File: config.mk
export PLATFORM = sky130hd
export DESIGN_NAME = flag_branch_unit
export DESIGN_NICKNAME = d
export VERILOG_FILES = /design/src/rtl/simple_pkg.sv /design/src/rtl/branch_cond_eval.sv /design/src/rtl/flag_branch_unit.sv
export SDC_FILE = /design/constraint.sdc
export NUM_CORES = 1
export LEC_CHECK = 0
export BUFFER_PORTS_ARGS = -buffer_cell sky130_fd_sc_hd__buf_2
export CORE_ASPECT_RATIO = 1.25
export CORE_MARGIN = 3
export CORE_UTILIZATION = 30
export DETAILED_ROUTE_END_ITERATION = 16
export PLACE_DENSITY = 0.55
export SYNTH_ARGS = -nofsm -noshare
export SYNTH_HDL_FRONTEND = slang
export SYNTH_SLANG_ARGS = --single-unit
File: constraint.sdc
create_clock -name CLK -period 6.35 [get_ports CLK]
set_input_delay 0.3175 -clock CLK [delete_from_list [all_inputs] [get_ports CLK]]
set_output_delay 0.3175 -clock CLK [all_outputs]
set_load 0.005 [all_outputs]
File: src/rtl/simple_pkg.sv
// Shared encodings for the ALU flag interface and the branch condition field.
package simple_pkg;

    localparam int unsigned FLAG_W = 4;

    // Bit positions inside the {S,Z,C,V} flag vector
    localparam int unsigned FLAG_S = 3;
    localparam int unsigned FLAG_Z = 2;
    localparam int unsigned FLAG_C = 1;
    localparam int unsigned FLAG_V = 0;

    localparam logic [2:0] COND_BE  = 3'b000;
    localparam logic [2:0] COND_BLT = 3'b001;
    localparam logic [2:0] COND_BLE = 3'b010;
    localparam logic [2:0] COND_BNE = 3'b011;
    localparam logic [2:0] COND_B   = 3'b100;

endpackage

File: src/rtl/branch_cond_eval.sv
// Combinational branch condition resolver: {S,Z,C,V} flags plus condition code -> taken.
module branch_cond_eval
    import simple_pkg::*;
(
    input  logic [FLAG_W-1:0] flags_i,
    input  logic [2:0]        cond_i,
    output logic              taken_o
);

    logic s_xor_v;
    logic unused_carry;

    assign s_xor_v      = flags_i[FLAG_S] ^ flags_i[FLAG_V];
    // Carry is never part of a branch condition
    assign unused_carry = flags_i[FLAG_C];

    always_comb begin
        taken_o = 1'b0;
        case (cond_i)
            COND_BE:  taken_o = flags_i[FLAG_Z];
            COND_BLT: taken_o = s_xor_v;
            COND_BLE: taken_o = flags_i[FLAG_Z] | s_xor_v;
            COND_BNE: taken_o = ~flags_i[FLAG_Z];
            COND_B:   taken_o = 1'b1;
            default:  taken_o = 1'b0;
        endcase
    end

endmodule

File: src/rtl/flag_branch_unit.sv
// Execute-stage flag register and branch resolver; issues a registered redirect
// to fetch and squashes wrong-path flag writes and branches after a taken branch.
module flag_branch_unit
    import simple_pkg::*;
#(
    parameter int unsigned SQUASH_CYCLES = 2,
    parameter int unsigned PC_W          = 16
) (
    input  logic              CLK,
    input  logic              RST,
    input  logic [FLAG_W-1:0] FLAG_OUT,
    input  logic              FLAG_WRITE,
    input  logic              EX_VALID,
    input  logic              STALL,
    input  logic              FLUSH,
    input  logic              BR_VALID,
    output logic              BR_READY,
    input  logic [2:0]        BR_COND,
    input  logic [PC_W-1:0]   BR_PC,
    input  logic [PC_W-1:0]   BR_DISP,
    output logic              REDIRECT,
    output logic [PC_W-1:0]   REDIRECT_PC,
    output logic [FLAG_W-1:0] FLAGS,
    output logic              SQUASHING
);

    localparam logic [0:0] ST_IDLE   = 1'b0;
    localparam logic [0:0] ST_SQUASH = 1'b1;

    logic [0:0]        state_q, state_d;
    logic [3:0]        cnt_q, cnt_d;
    logic [FLAG_W-1:0] flags_q, flags_d;
    logic              redirect_q, redirect_d;
    logic [PC_W-1:0]   redirect_pc_q, redirect_pc_d;

    logic              flag_wr;
    logic [FLAG_W-1:0] eff_flags;
    logic              cond_taken;
    logic              accept;
    logic              taken;

    assign flag_wr   = EX_VALID & FLAG_WRITE;
    // The same-cycle ALU op is older than the branch, so its flags must be bypassed
    assign eff_flags = flag_wr ? FLAG_OUT : flags_q;

    branch_cond_eval u_cond (
        .flags_i (eff_flags),
        .cond_i  (BR_COND),
        .taken_o (cond_taken)
    );

    assign BR_READY = (state_q == ST_IDLE) & ~STALL & ~FLUSH & ~RST;
    assign accept   = BR_VALID & BR_READY;
    assign taken    = accept & cond_taken;

    always_comb begin
        state_d       = state_q;
        cnt_d         = cnt_q;
        flags_d       = flags_q;
        redirect_d    = taken;
        redirect_pc_d = redirect_pc_q;

        if (taken) begin
            redirect_pc_d = BR_PC + PC_W'(1) + BR_DISP;
        end

        if ((state_q == ST_IDLE) && !STALL && flag_wr) begin
            flags_d = FLAG_OUT;
        end

        if (FLUSH) begin
            state_d = ST_IDLE;
            cnt_d   = '0;
        end else begin
            case (state_q)
                ST_IDLE: begin
                    if (taken) begin
                        state_d = ST_SQUASH;
                        cnt_d   = 4'(SQUASH_CYCLES);
                    end
                end
                ST_SQUASH: begin
                    if (!STALL) begin
                        if (cnt_q == 4'd1) begin
                            state_d = ST_IDLE;
                            cnt_d   = '0;
                        end else begin
                            cnt_d = cnt_q - 4'd1;
                        end
                    end
                end
                default: begin
                    state_d = ST_IDLE;
                    cnt_d   = '0;
                end
            endcase
        end
    end

    always_ff @(posedge CLK) begin
        if (RST) begin
            state_q       <= ST_IDLE;
            cnt_q         <= '0;
            flags_q       <= '0;
            redirect_q    <= 1'b0;
            redirect_pc_q <= '0;
        end else begin
            state_q       <= state_d;
            cnt_q         <= cnt_d;
            flags_q       <= flags_d;
            redirect_q    <= redirect_d;
            redirect_pc_q <= redirect_pc_d;
        end
    end

    assign REDIRECT    = redirect_q;
    assign REDIRECT_PC = redirect_pc_q;
    assign FLAGS       = flags_q;
    assign SQUASHING   = (state_q == ST_SQUASH);

endmodule

Word-level counts from Yosys, hierarchy flattened
Index checks and enable logic that the tools add are counted.
- add/sub/neg operators: 3
- eq/ne operators: 7
- mux-type cells: 10
- bitwise operators: 13
- reductions and logical operators: 6
- operators by type and width (kind ; number):
    adder 16 x 1 -> 16 bit, second input constant ; 1
    adder 16 bit ; 1
    two-way mux 4 bit ; 4
    one-hot mux 4 bit (2 select lines) ; 1
    bitwise AND 1 bit ; 6
    equality test 3 x 2 -> 1 bit, second input constant ; 2
    inverter 1 bit ; 5
    one-hot mux 1 bit (5 select lines) ; 1
    equality test 4 x 1 -> 1 bit, second input constant ; 1
    != test 2 bit, second input constant ; 2
    subtractor 4 x 1 -> 4 bit, second input constant ; 1
    equality test 3 x 1 -> 1 bit, second input constant ; 1
    equality test 3 bit, second input constant ; 1
    logical NOT 3 bit ; 1
    two-way mux 1 bit ; 3
    logical AND 1 bit ; 2
    one-hot mux 1 bit (2 select lines) ; 1
    AND reduction 2 bit ; 1
    OR reduction 2 bit ; 1
    logical NOT 1 bit ; 1
    bitwise OR 1 bit ; 1
    bitwise XOR 1 bit ; 1
- register bits after elaboration: 26
- output and inout port bits: 23
- word-level logic and storage cells: 44

Logic depth before layout (Yosys ltp)
- depth in word-level cells: 8
- mapped depth: 11
- depth with buffers taken out: 11

Hierarchy
A second synthesis with hierarchy kept.
- cells, all modules: 227
- area total of the unflattened synthesis: 1851.8 um^2
- modules (own cells, without submodules) (module ; times used ; cells each ; area each (um^2)):
    flag_branch_unit ; 1 ; 219 ; 1798.0
    branch_cond_eval ; 1 ; 8 ; 53.8

Least setup slack after synthesis
No wires, ideal clock.
- path type: in2reg
- start point: input port BR_PC[0]
- end point: register redirect_pc_q[14], in the netlist REDIRECT_PC[14]
- data arrival time: 2.118 ns
- setup slack: 4.114 ns
- cell stages on the path: 11
- cells stage by stage: inv_1 -> ha_1 -> inv_1 -> fa_1 -> a211oi_2 -> o21ai_1 -> o2111ai_2 -> nand2_1 -> a311oi_1 -> xor2_1 -> o21ai_1
- cells in the longest elaborated chain, start to end: 2
- RTL lines (item ; RTL line ; text):
    from (decl) ; flag_branch_unit.sv:19 ; input logic [PC_W-1:0] BR_PC,
    adder 16 x 1 -> 16 bit ; flag_branch_unit.sv:64 ; redirect_pc_d = BR_PC + PC_W'(1) + BR_DISP;
    adder 16 bit ; flag_branch_unit.sv:64 ;
    to (signal assigned) ; flag_branch_unit.sv:112 ; redirect_pc_q <= redirect_pc_d;
    to (decl) ; flag_branch_unit.sv:34 ; logic [PC_W-1:0] redirect_pc_q, redirect_pc_d;
No other way between the ends.
A chain may end at the register's enable or synchronous reset.

Final worst setup path
Same ends and word-level chain as after synthesis.

==> metrics.md <==
| Metric | Value |
|---|---|
| Status | `complete, no violations` |
| Remaining DRCs | `0` |
| Die H | `93.51 um` |
| Worst Path Buf+Inv | `3` |
| Row count | `31` |
| Share of the synthesized area in the top cell type | `28.32%` |
| Synth top area cells | `dfxtp_1 (28%), ha_1 (12%), mux2i_1 (7.6%)` |
| Yosys warnings | `0` |
| Worst EP required | `6.51 ns` |
| Fillers | `640` |
| Max-slew violations | `0` |
| Syn_nets | `276` |
| Area growth from synthesis to layout | `22.74%` |
| Main synth FF type | `dfxtp_1` |
| Unrepaired setup endpoints after global routing | `no` |
| Total GRT Usage | `11.68%` |
| Fin crit period | `2.233 ns` |
| Initial antenna violation count | `0` |
| Crit Path Class | `in2reg` |
| Non-Filler Instances | `358` |
| Worst path top cell family by delay | `compound AO/OA/AOI/OAI gates` |
| EDFF count, synth | `0` |
| Htree depth | `1` |
| First-pass GRT wire length | `6.872 mm` |
| Syn Area/Cell | `8.670 um2` |
| Detailed Route WL | `4.140 mm` |
| Clock Tree Root | `clkbuf_8` |
| PD cells | `162.9 nW/um2` |
| Iteration-0 DRC Markers | `52` |
| Worst slew pin tran | `0.7690 ns` |
| Postcts setup bufs | `0` |
| Final setup vio count | `0` |
| Hold-fix buffer count after cts | `0` |
| Clk sinks | `26` |
| Critical path cell sequence | `buf_2 -> inv_1 -> ha_1 -> inv_1 -> fa_1 -> a211oi_2 -> o21ai_1 -> o2111ai_2 -> nand2_1 -> a311oi_1 -> xor2_1 -> o21ai_1` |
| Internal | `0.0002598 W` |
| Startpoint types | `primary input` |
| Most common cell in the netlist | `dfxtp_1` |
| Maximum number of pins on one net before global-route repair | `24` |
| Placed cells | `355` |
| Setup TNS | `0 ns` |
| Part of the power in combinational logic | `29.3%` |
| Slowest-stage cell, CP | `fa_1` |
| Layout cells sized above 1 | `29.71%` |
| Crit end category | `register` |
| Starting Density | `31.38%` |
| Slew headroom | `48.34%` |
| Clk buf depth | `2` |
| Post-Syn Area | `1838 um2` |
| Post-synth top cells | `dfxtp_1 (26), nor2_1 (23), a21oi_1 (19), nand2_1 (18), ha_1 (17)` |
| Gp weighted congestion | `0.7885` |
| Antenna Cells | `0` |
| Worst-path clk slew | `0.08 ns` |
| Period utilization | `35.16%` |
| Drt pass-1 iters | `4` |
| Antenna-violating nets left | `0` |
| Vias | `1,687` |
| CP max stage delay | `0.43 ns` |
| TritonCTS clock tree | `done` |
| Cells after Synth | `212` |
| Fmax | `447.9 MHz` |
| Flops & latches, synth | `26` |
| Cell taking the most area after synthesis | `dfxtp_1` |
| Post-synthesis sequential area ratio | `28.32%` |
| Netlist cell types | `41` |
| IO Pins | `69` |
| Final #Nets | `342` |
| Max-cap violation count | `0` |
| # resized after CTS | `0` |
| Static Leak | `0.9919 nW` |
| WHS | `0.2808 ns` |
| Net switching power | `0.0001076 W` |
| Sequential Power Share | `45.8%` |
| Die area | `7108 um2` |
| Die width | `76.01 um` |
| WL per Instance | `11.56 um` |
| Via density | `4.712` |
| Vias in the first global route | `1,578` |
| PortBufs | `68` |
| Remaining global-route overflow | `0` |
| Sw Share | `29.29%` |
| Clock skew | `0.002745 ns` |
| Clk pwr share | `24.8%` |
| Final Hold Fails | `0` |
| Area of the core | `5857 um2` |
| Worst Hold Class | `in2reg` |
| Async S/R FF share, synth | `0%` |
| Crit path arrival time | `2.40 ns` |
| Cts bufs inserted | `3` |
| Hpwl dp | `3.406 mm` |
| Worst-path fanout max | `3` |
| Worst-Skew Late Latency | `0.27 ns` |
| Worst vdd ir | `60.74 uV` |
-- cell families (layout without fill, tap and decap cells) --
logic type | Yosys count | count (layout) | share of synthesized area [%]
flip-flops | 26 | 26 | 28.32
XOR/XNOR | 16 | 16 | 7.625
buffers and inverters | 15 | 79 | 5.242
adder cells (fa/ha/maj) | 18 | 18 | 12.66
AO/OA/AOI/OAI | 59 | 59 | 21.51
multiplexers | 15 | 15 | 8.237
AND/OR/NAND/NOR | 63 | 63 | 16.41
-- worst reg2reg max path: stages (launching register included) --
cell     delay [ns]
dfxtp_1        0.33
mux2i_1        0.14
mux2_2         0.38
a21oi_4        0.63
nor2_1         0.16
o21ai_0        0.21
a21oi_1        0.08
-- power by group through the flow --
stage | clock, W | sequential (W) | combinational (W)
3_3_place_gp | 0 | 0.000172 | 0.000109
3_5_place_dp | 0 | 0.000172 | 0.000109
6_report | 0.0000913 | 0.000168 | 0.000108
5_1_grt | 0.000101 | 0.000169 | 0.000121
4_1_cts | 0.0000965 | 0.000168 | 0.000109
2_1_floorplan | 0 | 0.000172 | 0.0000768
-- placed cells by master (no fill, tap or decap), types with 2 or more instances in the layout --
master	netlist	layout
buf_2	1	68
dfxtp_1	26	26
nor2_1	23	23
a21oi_1	19	19
nand2_1	18	18
ha_1	17	17
o21ai_0	15	15
mux2i_1	14	14
inv_1	8	8
xor2_1	8	8
xnor2_1	8	8
nor2b_1	5	5
o21a_1	5	5
a211oi_2	4	4
o211ai_1	3	3
nand3_1	3	3
clkbuf_8	0	3
nor3_1	2	2
a31oi_1	2	2
a21o_1	2	2
o21ai_1	2	2
nand2b_1	2	2
nand4_1	2	2
nor2_2	2	2
-- per-layer routing --
layer,GRT usage [%],vias up,part of all wire [%]
met5,0,-,0
met4,4.079,0,1.3
met3,2.119,5,4.5
met2,21.60,40,50
met1,13.47,756,44
li1,-,886,-
-- through the flow --
step	setup WS (ns)	utilization, %	power (W)	instance area, um2
floorplan	4.114	-	0.0002492	1838
global placement	3.850	37.81	0.0002809	2215
detailed placement	3.818	37.81	0.0002809	2215
CTS	4.096	38.52	0.0003740	2256
global route	3.936	38.52	0.0003908	2256
finish	4.117	38.52	0.0003674	2256
-- final cells by class --
cell class              count  area, um2  area share (%)
multi-input cells         171       1221           54.13
clock buffers               3      41.29           1.830
inverters                   8      30.03           1.331
well taps                  82      102.6           4.548
flip-flops and latches     26      520.5           23.07
repair buffers             68      340.3           15.09
-- sequential cells by signal, indices dropped and copies added (netlist names) --
signal / flops
REDIRECT_PC: 16
FLAGS: 4
cnt_q: 4
REDIRECT: 1
SQUASHING: 1
-- final timing paths --
check,startpoint,to,slack (ns),depth (start not counted)
max,BR_PC[0],REDIRECT_PC[14]$_SDFFE_PP0P_,4.12,12
min,FLAG_OUT[1],FLAGS[1]$_SDFFE_PP0P_,0.28,3
max reg2reg,FLAGS[2]$_SDFFE_PP0P_,cnt_q[2]$_SDFFE_PP0P_,4.31,6
min reg2reg,REDIRECT_PC[14]$_SDFFE_PP0P_,REDIRECT_PC[14]$_SDFFE_PP0P_,0.46,2
(Power assumes the default switching activity.)
